<file path="src/rtl/psk_symbol_scheduler_pkg.sv">
// psk_pkg: shared types and constants for the PSK symbol scheduler.
//   - psk_state_e : frame FSM state encoding
//   - PH_*        : 16-bit phase constants (0/90/180/270 degrees)
//   - MODE_*      : per-frame modulation select
//   - qpsk_phase  : Gray-coded dibit to phase lookup
package psk_pkg;

    typedef enum logic [1:0] {
        IDLE     = 2'd0,
        PREAMBLE = 2'd1,
        DATA     = 2'd2,
        GUARD    = 2'd3
    } psk_state_e;

    localparam logic [15:0] PH_0   = 16'h0000;
    localparam logic [15:0] PH_90  = 16'h4000;
    localparam logic [15:0] PH_180 = 16'h8000;
    localparam logic [15:0] PH_270 = 16'hC000;

    localparam logic MODE_BPSK = 1'b0;
    localparam logic MODE_QPSK = 1'b1;

    // Gray order: adjacent constellation points differ in one bit.
    function automatic logic [15:0] qpsk_phase(input logic [1:0] dibit);
        case (dibit)
            2'b00:   return PH_0;
            2'b01:   return PH_90;
            2'b11:   return PH_180;
            default: return PH_270;
        endcase
    endfunction

endpackage

</file>
<file path="src/rtl/psk_symbol_scheduler_if.sv">
// psk_symbol_scheduler_if: byte stream into the scheduler.
//   tx_data  : byte to send, MSB first
//   tx_valid : tx_data/tx_last valid
//   tx_last  : byte is the final one of the frame
//   tx_ready : scheduler takes the byte this cycle
// master = byte source, slave = scheduler.
interface psk_symbol_scheduler_if;

    logic [7:0] tx_data;
    logic       tx_valid;
    logic       tx_last;
    logic       tx_ready;

    modport master (output tx_data, output tx_valid, output tx_last, input  tx_ready);
    modport slave  (input  tx_data, input  tx_valid, input  tx_last, output tx_ready);

endinterface

</file>
<file path="src/rtl/psk_symbol_scheduler_mapper.sv">
// psk_symbol_mapper: combinational symbol to phase-offset mapping.
//   sym_bits : next symbol bits, MSB-aligned (BPSK uses sym_bits[1] only)
//   mode     : MODE_BPSK / MODE_QPSK
//   phase    : phase offset, scaled to PHASE_WIDTH
module psk_symbol_mapper
    import psk_pkg::*;
#(
    parameter int PHASE_WIDTH = 16
) (
    input  logic [1:0]             sym_bits,
    input  logic                   mode,
    output logic [PHASE_WIDTH-1:0] phase
);

    logic [15:0] ph16;

    always_comb begin
        ph16 = PH_0;
        if (mode == MODE_QPSK)
            ph16 = qpsk_phase(sym_bits);
        else
            ph16 = sym_bits[1] ? PH_180 : PH_0;
    end

    // 16-bit constants sit in the top bits of a wider phase word.
    assign phase = PHASE_WIDTH'(ph16) << (PHASE_WIDTH - 16);

endmodule

</file>
<file path="src/rtl/psk_symbol_scheduler.sv">
// psk_symbol_scheduler: frame controller for the PSK NCO datapath.
// Sends preamble, then data symbols (BPSK or Gray QPSK), then a guard interval.
//   sys_clk, sys_rst : clock, synchronous active-high reset
//   tx               : byte stream (slave side)
//   qpsk_mode        : 0=BPSK, 1=QPSK, sampled on the frame-start accept
//   phi_inc          : NCO frequency word (constant BASE_PHASE)
//   phase_offset     : per-symbol phase offset
//   nco_en, busy     : frame in progress
//   sym_strobe       : last cycle of each symbol
//   err_underrun     : source failed to supply the next byte in time
module psk_symbol_scheduler
    import psk_pkg::*;
#(
    parameter int PHASE_WIDTH   = 16,
    parameter int BASE_PHASE    = 655,
    parameter int SYM_CYCLES    = 1000,
    parameter int PREAMBLE_SYMS = 8,
    parameter int GUARD_SYMS    = 2
) (
    input  logic                   sys_clk,
    input  logic                   sys_rst,
    psk_symbol_scheduler_if.slave  tx,
    input  logic                   qpsk_mode,
    output logic [PHASE_WIDTH-1:0] phi_inc,
    output logic [PHASE_WIDTH-1:0] phase_offset,
    output logic                   nco_en,
    output logic                   sym_strobe,
    output logic                   busy,
    output logic                   err_underrun
);

    localparam int SCW = $clog2(SYM_CYCLES);
    localparam int PCW = (PREAMBLE_SYMS > 1) ? $clog2(PREAMBLE_SYMS) : 1;
    localparam int GCW = (GUARD_SYMS > 1) ? $clog2(GUARD_SYMS) : 1;

    localparam logic [SCW-1:0] SYM_LAST = SCW'(SYM_CYCLES - 1);
    localparam logic [PCW-1:0] PRE_LAST = PCW'(PREAMBLE_SYMS - 1);
    localparam logic [GCW-1:0] GRD_LAST = GCW'(GUARD_SYMS - 1);

    localparam logic [PHASE_WIDTH-1:0] PH_180_S = PHASE_WIDTH'(PH_180) << (PHASE_WIDTH - 16);

    psk_state_e             state;
    logic [SCW-1:0]         sym_cnt;
    logic [PCW-1:0]         pre_cnt;
    logic [GCW-1:0]         grd_cnt;
    logic [2:0]             sym_idx;
    logic [7:0]             shreg;
    logic [7:0]             hold;
    logic                   hold_full;
    logic                   last_acc;
    logic                   mode_q;
    logic [PHASE_WIDTH-1:0] phase_q;

    logic                   beat;
    logic                   byte_end;
    logic [1:0]             map_bits;
    logic [PHASE_WIDTH-1:0] map_phase;

    assign phi_inc      = PHASE_WIDTH'(BASE_PHASE);
    assign phase_offset = phase_q;
    assign nco_en       = (state != IDLE);
    assign busy         = (state != IDLE);
    assign sym_strobe   = (state != IDLE) && (sym_cnt == SYM_LAST);

    // Once tx_last is in, the frame is closed to further bytes until IDLE.
    assign tx.tx_ready = !sys_rst &&
                         ((state == IDLE) ||
                          ((state == PREAMBLE || state == DATA) && !hold_full && !last_acc));

    assign beat     = tx.tx_valid && tx.tx_ready;
    assign byte_end = (state == DATA) && sym_strobe &&
                      (sym_idx == ((mode_q == MODE_QPSK) ? 3'd3 : 3'd7));

    // A byte arriving on the boundary strobe itself refills the shifter, so no underrun.
    assign err_underrun = byte_end && !hold_full && !beat && !last_acc;

    // Bits of the symbol that starts next cycle.
    always_comb begin
        map_bits = (mode_q == MODE_QPSK) ? shreg[5:4] : shreg[6:5];
        if (state == PREAMBLE)
            map_bits = shreg[7:6];
        else if (byte_end)
            map_bits = hold_full ? hold[7:6] : tx.tx_data[7:6];
    end

    psk_symbol_mapper #(.PHASE_WIDTH(PHASE_WIDTH)) u_mapper (
        .sym_bits (map_bits),
        .mode     (mode_q),
        .phase    (map_phase)
    );

    always_ff @(posedge sys_clk) begin
        if (sys_rst) begin
            state     <= IDLE;
            sym_cnt   <= '0;
            pre_cnt   <= '0;
            grd_cnt   <= '0;
            sym_idx   <= '0;
            shreg     <= '0;
            hold      <= '0;
            hold_full <= 1'b0;
            last_acc  <= 1'b0;
            mode_q    <= MODE_BPSK;
            phase_q   <= '0;
        end else begin
            if (state == IDLE || sym_strobe)
                sym_cnt <= '0;
            else
                sym_cnt <= sym_cnt + 1'b1;

            case (state)
                IDLE: begin
                    if (beat) begin
                        shreg     <= tx.tx_data;
                        last_acc  <= tx.tx_last;
                        mode_q    <= qpsk_mode;
                        hold_full <= 1'b0;
                        pre_cnt   <= '0;
                        sym_idx   <= '0;
                        phase_q   <= '0;
                        state     <= PREAMBLE;
                    end
                end

                PREAMBLE: begin
                    if (beat) begin
                        hold      <= tx.tx_data;
                        hold_full <= 1'b1;
                        last_acc  <= tx.tx_last;
                    end
                    if (sym_strobe) begin
                        if (pre_cnt == PRE_LAST) begin
                            state   <= DATA;
                            sym_idx <= '0;
                            phase_q <= map_phase;
                        end else begin
                            pre_cnt <= pre_cnt + 1'b1;
                            // Even preamble symbols are 0, odd are 180 degrees.
                            phase_q <= pre_cnt[0] ? '0 : PH_180_S;
                        end
                    end
                end

                DATA: begin
                    if (byte_end) begin
                        sym_idx <= '0;
                        if (hold_full) begin
                            shreg     <= hold;
                            hold_full <= 1'b0;
                            phase_q   <= map_phase;
                        end else if (beat) begin
                            shreg    <= tx.tx_data;
                            last_acc <= tx.tx_last;
                            phase_q  <= map_phase;
                        end else begin
                            state   <= GUARD;
                            grd_cnt <= '0;
                            phase_q <= '0;
                        end
                    end else begin
                        if (beat) begin
                            hold      <= tx.tx_data;
                            hold_full <= 1'b1;
                            last_acc  <= tx.tx_last;
                        end
                        if (sym_strobe) begin
                            shreg   <= (mode_q == MODE_QPSK) ? {shreg[5:0], 2'b00}
                                                             : {shreg[6:0], 1'b0};
                            sym_idx <= sym_idx + 1'b1;
                            phase_q <= map_phase;
                        end
                    end
                end

                GUARD: begin
                    if (sym_strobe) begin
                        if (grd_cnt == GRD_LAST)
                            state <= IDLE;
                        else
                            grd_cnt <= grd_cnt + 1'b1;
                    end
                end

                default: state <= IDLE;
            endcase
        end
    end

endmodule
</file>
<file path="src/flat_wrapper.sv">
// flat-port wrapper written by rule: the top's interface ports become plain ports
module psk_symbol_scheduler_flat import psk_pkg::*;
#(
    parameter int PHASE_WIDTH   = 16,
    parameter int BASE_PHASE    = 655,
    parameter int SYM_CYCLES    = 1000,
    parameter int PREAMBLE_SYMS = 8,
    parameter int GUARD_SYMS    = 2
)
  (sys_clk, sys_rst, qpsk_mode, phi_inc, phase_offset, nco_en, sym_strobe, busy, err_underrun, tx_tx_data, tx_tx_valid, tx_tx_last, tx_tx_ready);
  psk_symbol_scheduler_if tx_i ();
  input  logic sys_clk;
  input  logic sys_rst;
  input  logic qpsk_mode;
  output logic [PHASE_WIDTH-1:0] phi_inc;
  output logic [PHASE_WIDTH-1:0] phase_offset;
  output logic nco_en;
  output logic sym_strobe;
  output logic busy;
  output logic err_underrun;
  input wire logic [$bits(tx_i.tx_data)-1:0] tx_tx_data;
  input wire logic [$bits(tx_i.tx_valid)-1:0] tx_tx_valid;
  input wire logic [$bits(tx_i.tx_last)-1:0] tx_tx_last;
  output wire logic [$bits(tx_i.tx_ready)-1:0] tx_tx_ready;
  assign tx_i.tx_data = tx_tx_data;
  assign tx_i.tx_valid = tx_tx_valid;
  assign tx_i.tx_last = tx_tx_last;
  assign tx_tx_ready = tx_i.tx_ready;
  psk_symbol_scheduler #(.PHASE_WIDTH(PHASE_WIDTH), .BASE_PHASE(BASE_PHASE), .SYM_CYCLES(SYM_CYCLES), .PREAMBLE_SYMS(PREAMBLE_SYMS), .GUARD_SYMS(GUARD_SYMS)) u_core (.sys_clk(sys_clk), .sys_rst(sys_rst), .tx(tx_i), .qpsk_mode(qpsk_mode), .phi_inc(phi_inc), .phase_offset(phase_offset), .nco_en(nco_en), .sym_strobe(sym_strobe), .busy(busy), .err_underrun(err_underrun));
endmodule
</file>
<file path="config.mk">
export PLATFORM = sky130hd
export DESIGN_NAME = psk_symbol_scheduler_flat
export DESIGN_NICKNAME = d
export VERILOG_FILES = /design/src/rtl/psk_symbol_scheduler_pkg.sv /design/src/rtl/psk_symbol_scheduler_if.sv /design/src/rtl/psk_symbol_scheduler_mapper.sv /design/src/rtl/psk_symbol_scheduler.sv /design/src/flat_wrapper.sv
export SDC_FILE = /design/constraint.sdc
export NUM_CORES = 1
export LEC_CHECK = 0
export CORE_MARGIN = 4
export CORE_UTILIZATION = 41
export CTS_CLUSTER_DIAMETER = 120
export DETAILED_ROUTE_END_ITERATION = 16
export GPL_ROUTABILITY_DRIVEN = 0
export PLACE_DENSITY = 0.68
export RECOVER_POWER = 100
export SLEW_MARGIN = 0
export SYNTH_ARGS = -nofsm -noshare
export SYNTH_HDL_FRONTEND = slang
export SYNTH_SLANG_ARGS = --single-unit
export TNS_END_PERCENT = 50
</file>
<file path="constraint.sdc">
create_clock -name sys_clk -period 2.2 [get_ports sys_clk]
set_input_delay 0.66 -clock sys_clk [delete_from_list [all_inputs] [get_ports sys_clk]]
set_output_delay 0.66 -clock sys_clk [all_outputs]
set_load 0.05 [all_outputs]
</file>
# After elaboration in Yosys (flattened, before gate mapping)

Index checks and enable logic that the tools add are counted.

Bits in read-only memories: 0
Bits of input ports: 13
Output and inout bits: 37
Word-level logic and storage cells: 131
Latch bits: 0
Memories kept: 0
Memory bits (writable): 0
Bits in registers: 54

Div/mod/pow operators: 0
Shift-type cells: 0
Bitwise gates (word level): 0
Order comparisons: 0
Reductions and logical operators: 38
Muxes and demuxes: 58
$mul: 0
Eq/ne operators: 20
Add/sub/neg operators: 4

Operators by type and width:

| operator                                              | count |
|---|---|
| 2-to-1 mux 16 bit                                     | 10 |
| case mux 16 bit (3 select lines)                      | 2 |
| 2-to-1 mux 8 bit                                      | 7 |
| case mux 8 bit (2 select lines)                       | 2 |
| 2-to-1 mux 2 bit                                      | 12 |
| 2-to-1 mux 3 bit                                      | 8 |
| nonzero test 2 bit                                    | 6 |
| 2-to-1 mux 1 bit                                      | 11 |
| adder 10 x 1 -> 10 bit, second input constant         | 1 |
| == test 10 bit, second input constant                 | 1 |
| logical AND 1 bit                                     | 10 |
| inequality test 2 x 1 -> 1 bit, second input constant | 5 |
| inequality test 2 bit, second input constant          | 5 |
| AND reduction 2 bit                                   | 5 |
| AND reduction 5 bit                                   | 2 |
| case mux 3 bit (3 select lines)                       | 1 |
| case mux 2 bit (4 select lines)                       | 1 |
| AND reduction 4 bit                                   | 2 |
| AND reduction 8 bit                                   | 1 |
| adder 3 x 1 -> 3 bit, second input constant           | 2 |
| == test 2 bit, second input constant                  | 3 |
| case mux 3 bit (2 select lines)                       | 1 |
| == test 2 x 1 -> 1 bit, second input constant         | 2 |
| logical NOT 1 bit                                     | 4 |
| 11 further kinds                                      | 16 |

# Depth between registers and ports, before layout

Depth in word-level cells: 13
Gate-level depth with buffers: 10
Depth with buffers taken out: 8

# By module

Synthesis repeated with hierarchy kept, for this count alone.

Cells, all modules: 411
Area total of the unflattened synthesis: 3414.5 um2

Modules (own cells, without submodules):

| module               | area an instance (um2) | times used | cells an instance |
|---|---|---|---|
| psk_symbol_scheduler | 3258.1                 | 1          | 389 |
| psk_symbol_mapper    | 156.4                  | 1          | 22 |

# Worst setup path before layout

Ideal clock, no wire load.

Path type: input -> output
Start point: input sys_rst
End point: output err_underrun
Stages on the path: 6
Slack: -481 ps
Data arrival time: 2021 ps
Data required time: 1540 ps
Cells stage by stage: clkbuf_1 nor2b_1 o21ai_2 and2_1 nand4_1 nor2_1

Cells in the longest elaborated chain, start to end: 6

RTL lines:

| item                            | line                       | source |
|---|---|---|
| start, declared                 | flat_wrapper.sv:13         | `input logic sys_rst;` |
| logical NOT 1 bit               | psk_symbol_scheduler.sv:66 | `assign tx.tx_ready = !sys_rst &&` |
| logical AND 1 bit               | psk_symbol_scheduler.sv:66 |  |
| logical AND 1 bit               | psk_symbol_scheduler.sv:70 | `assign beat = tx.tx_valid && tx.tx_ready;` |
| logical NOT 1 bit               | psk_symbol_scheduler.sv:75 | `assign err_underrun = byte_end && !hold_full && !beat && !last_acc;` |
| logical AND 1 bit (2 in series) | psk_symbol_scheduler.sv:75 |  |
| end, declared                   | flat_wrapper.sv:20         | `output logic err_underrun;` |

Every way passes these cells.

# Worst setup path after layout

Start point: register u_core.state[1]
End point: output err_underrun

Cells in the longest elaborated chain, start to end: 10

RTL lines:

| item                                                    | line                                                   | source |
|---|---|---|
| start, declared                                         | psk_symbol_scheduler.sv:42                             | `psk_state_e state;` |
| start signal, assigned                                  | psk_symbol_scheduler.sv:94                             | `state <= IDLE;` |
| start signal, assigned                                  | psk_symbol_scheduler.sv:121                            | `state <= PREAMBLE;` |
| start signal, assigned                                  | psk_symbol_scheduler.sv:133                            | `state <= DATA;` |
| == test 2 x 1 -> 1 bit or == test 2 bit (tied branches) | psk_symbol_scheduler.sv:68, psk_symbol_scheduler.sv:71 |  |
| logical OR 1 bit                                        | psk_symbol_scheduler.sv:68                             | `((state == PREAMBLE \|\| state == DATA) && !hold_full && !last_acc));` |
| logical AND 1 bit (2 in series)                         | psk_symbol_scheduler.sv:68                             |  |
| logical OR 1 bit                                        | psk_symbol_scheduler.sv:67                             | `((state == IDLE) \|\|` |
| logical AND 1 bit                                       | psk_symbol_scheduler.sv:66                             |  |
| logical AND 1 bit                                       | psk_symbol_scheduler.sv:70                             |  |
| logical NOT 1 bit                                       | psk_symbol_scheduler.sv:75                             |  |
| logical AND 1 bit * (2 in series)                       | psk_symbol_scheduler.sv:75                             |  |

Mark *: on every way between the ends. The rest lies on a longest branch, timed or not.

==> impl_results.md <==
* Unique masters post-synth at 53
* Pre-CTS setup slack at -0.4112 ns
* Cell area after synthesis at 2599 um^2
* Crit path max fanout at 2
* Core Area at 6026 um^2
* Worst Tran Pin Value at 0.4953 ns
* Remaining antenna violation count at 0
* Synthesized flop and latch total at 40
* Routing usage on met3 at 0.03481
* GRT Residual Overflow at 0
* Violated checks: setup timing
* Starting Density at 0.4313
* WL final at 6.481 mm
* Most frequent cells in the layout: buf_4 (47), dfxtp_1 (38), nor2_1 (37)
* Area after DPL at 3024 um^2
* Max_slew headroom at 0.6688
* Final Instance Count excl. Fillers at 454
* WHS at 0.4446 ns
* # H-tree levels at 2
* Max-slew violations at 0
* Sequential fraction of the synthesis area at 0.3081
* Clock buffer depth at 2
* Avg Inst Size Synth at 8.071 um^2
* Avg WL per Cell at 14.28 um
* Worst Path Required at 1.54 ns
* Diodes inserted at 0
* Finish-stage setup viols at 4
* DR DRC count at 0
* CTS buffer count at 5
* Area of the multi-input gates at 1644 um^2
* Pwr Density at 997.9 nW/um^2
* CP cell instances: inv_2 -> ha_4 -> nor2b_4 -> o21ai_2 -> and2_4 -> nand4_1 -> nor2_4 -> buf_12
* Tot Pwr at 3.301 mW
* Met1 global-route usage at 0.2297
* TritonCTS clock tree: done
* Die footprint at 7676 um^2
* Filler instances at 547
* Final period utilization at 1.132
* Synth Flop Type: dfxtp_1
* Die height at 87.62 um
* Max cap viols at 0
* First-pass GRT wire length at 10.57 mm
* Slowest stage delay, CP at 0.34 ns
* CP Launch Type: register
* Initial antenna violation count at 0
* Final WS setup at -0.2898 ns
* Post-synth EDFFs at 0
* GRT Max-Usage Layer: met2
* Register Area at 803.3 um^2
* Number of synthesis warnings at 0
* Final hold viol count at 0
* Total GRT Usage at 0.1737
* CTS clk-pin slew, worst paths at 0.08 ns
* Hold_buf cts at 0
* Post-route cell area at 3308 um^2
* Max rail drop VDD at 0.0008306 V
* Vias in the first global route at 2248
* RSZ-0062 raised after global routing: true
* PortBufs at 19
* WP data arrival at 1.83 ns
* Via density at 5.256
* Post-Route Skew at 0.01360 ns
* Util after Layout at 0.5490
* Critical path class: register to primary output
* Fmax at 0.4016 GHz
* Placed cell count at 435
* Commonest non-fill, non-tap cell in the layout: buf_4
* Setup crit end kind: primary output
* Cells after Synth at 322
* Layout cells sized above 1 at 0.2507
* Largest net degree at the start of global routing at 17
* Via count at 2386
* Post-synth ARST share at 0
* Hold Path Class: register to register
* Die W at 87.62 um
* Slowest CP cell: dfxtp_2
* Iter 0 DRT Violations at 121
* Nets at 399
* TNS Setup at -0.5733 ns
* Num rows at 28
* IO Pins at 50
* Post-layout minimum cycle time at 2.490 ns
* Clk sinks at 40
* Leak at 1.382 nW
* Layout area overhead at 27.30%
* Detailed Place HPWL at 4.629 mm
* Clk Latency, worst-skew pair at 0.31 ns
* Clk Tree Root Cell: clkbuf_8
* Drt pass-1 iters at 4
* Outcome: complete, but fails checks
* Met2 Use GR at 0.2753
## path summary, 6_finish.rpt
kind                           from                      end  slack [ns]  depth (start not counted)
setup reg to reg    u_core.state[1]  u_core.phase_offset[14]       -0.02                         10
hold / removal    u_core.sym_cnt[0]        u_core.sym_cnt[0]        0.44                          1
setup / recovery    u_core.state[1]             err_underrun       -0.29                          8
hold reg to reg   u_core.sym_cnt[0]        u_core.sym_cnt[0]        0.44                          1
## timing repair
item                       4_1_cts  5_1_grt
buffers inserted                 7        4
pin swaps                        4        9
setup endpoints to repair        6       27
resized for setup               16       20
## cells by family (layout without fill, tap and decap cells)
family / count (synthesis) / count (layout) / share of synthesized area
AO/OA/AOI/OAI: 71 / 71 / 0.1839
XOR/XNOR: 11 / 11 / 0.03707
adder cells (fa/ha/maj): 8 / 8 / 0.03852
buffers and inverters: 61 / 90 / 0.1406
flip-flops: 40 / 40 / 0.3081
multiplexers: 18 / 18 / 0.06981
other: 2 / 30 / 0.002890
AND/OR/NAND/NOR: 111 / 111 / 0.2191
## critical path, delay by kind of cell, from the launching register on
kind | cells | cell delay (ns)
buffers and inverters | 2 | 0.19
DFF | 1 | 0.34
and+or+nand+nor | 4 | 0.60
AOI/OAI and AO/OA | 1 | 0.17
adders and majority gates | 1 | 0.23
## metal layers
layer,part of all wire,up-vias,wire length (um)
met2,0.47,61,3016
met1,0.46,1138,2975
met4,0.019,0,122
met5,0,-,0
li1,-,1175,-
met3,0.056,12,366
## synthesized netlist by cell type, types with 7 or more instances
master	instances	area [um^2]
inv_1	13	48.80
xor2_1	7	61.31
ha_1	8	100.1
mux2i_1	17	170.2
nand2_1	25	93.84
buf_4	31	232.7
o21ai_0	25	125.1
nand3_1	11	55.05
clkbuf_1	11	41.29
a21oi_1	16	80.08
dfxtp_1	40	800.8
nor2_1	40	150.1
## where the power goes
group / internal (mW) / total [mW] / switching, mW
Clock: 0.251 / 0.521 / 0.271
Combinational: 0.804 / 1.87 / 1.07
Sequential: 0.826 / 0.905 / 0.0789
Total: 1.88 / 3.30 / 1.42
## flip-flops by register name (all words and copies together), names as in the netlist
register and cells:
u_core.state 2, u_core.grd_cnt 1, u_core.sym_idx 3, u_core.shreg 8, u_core.phase_offset 2, u_core.sym_cnt 10
u_core.hold 8, u_core.last_acc 1, u_core.hold_full 1, u_core.mode_q 1, u_core.pre_cnt 3
## layout make-up
| type | count | share of cell area |
|---|---|---|
| Multi-Input combinational cell | 249 | 0.4970 |
| Sequential cell | 40 | 0.2428 |
| Timing Repair Buffer | 69 | 0.1891 |
| Tap cell | 75 | 0.02837 |
| Clock buffer | 6 | 0.02496 |
| Inverter | 13 | 0.01475 |
| Clock inverter | 2 | 0.003026 |
Note: power is estimated with default switching activity, not from simulation.
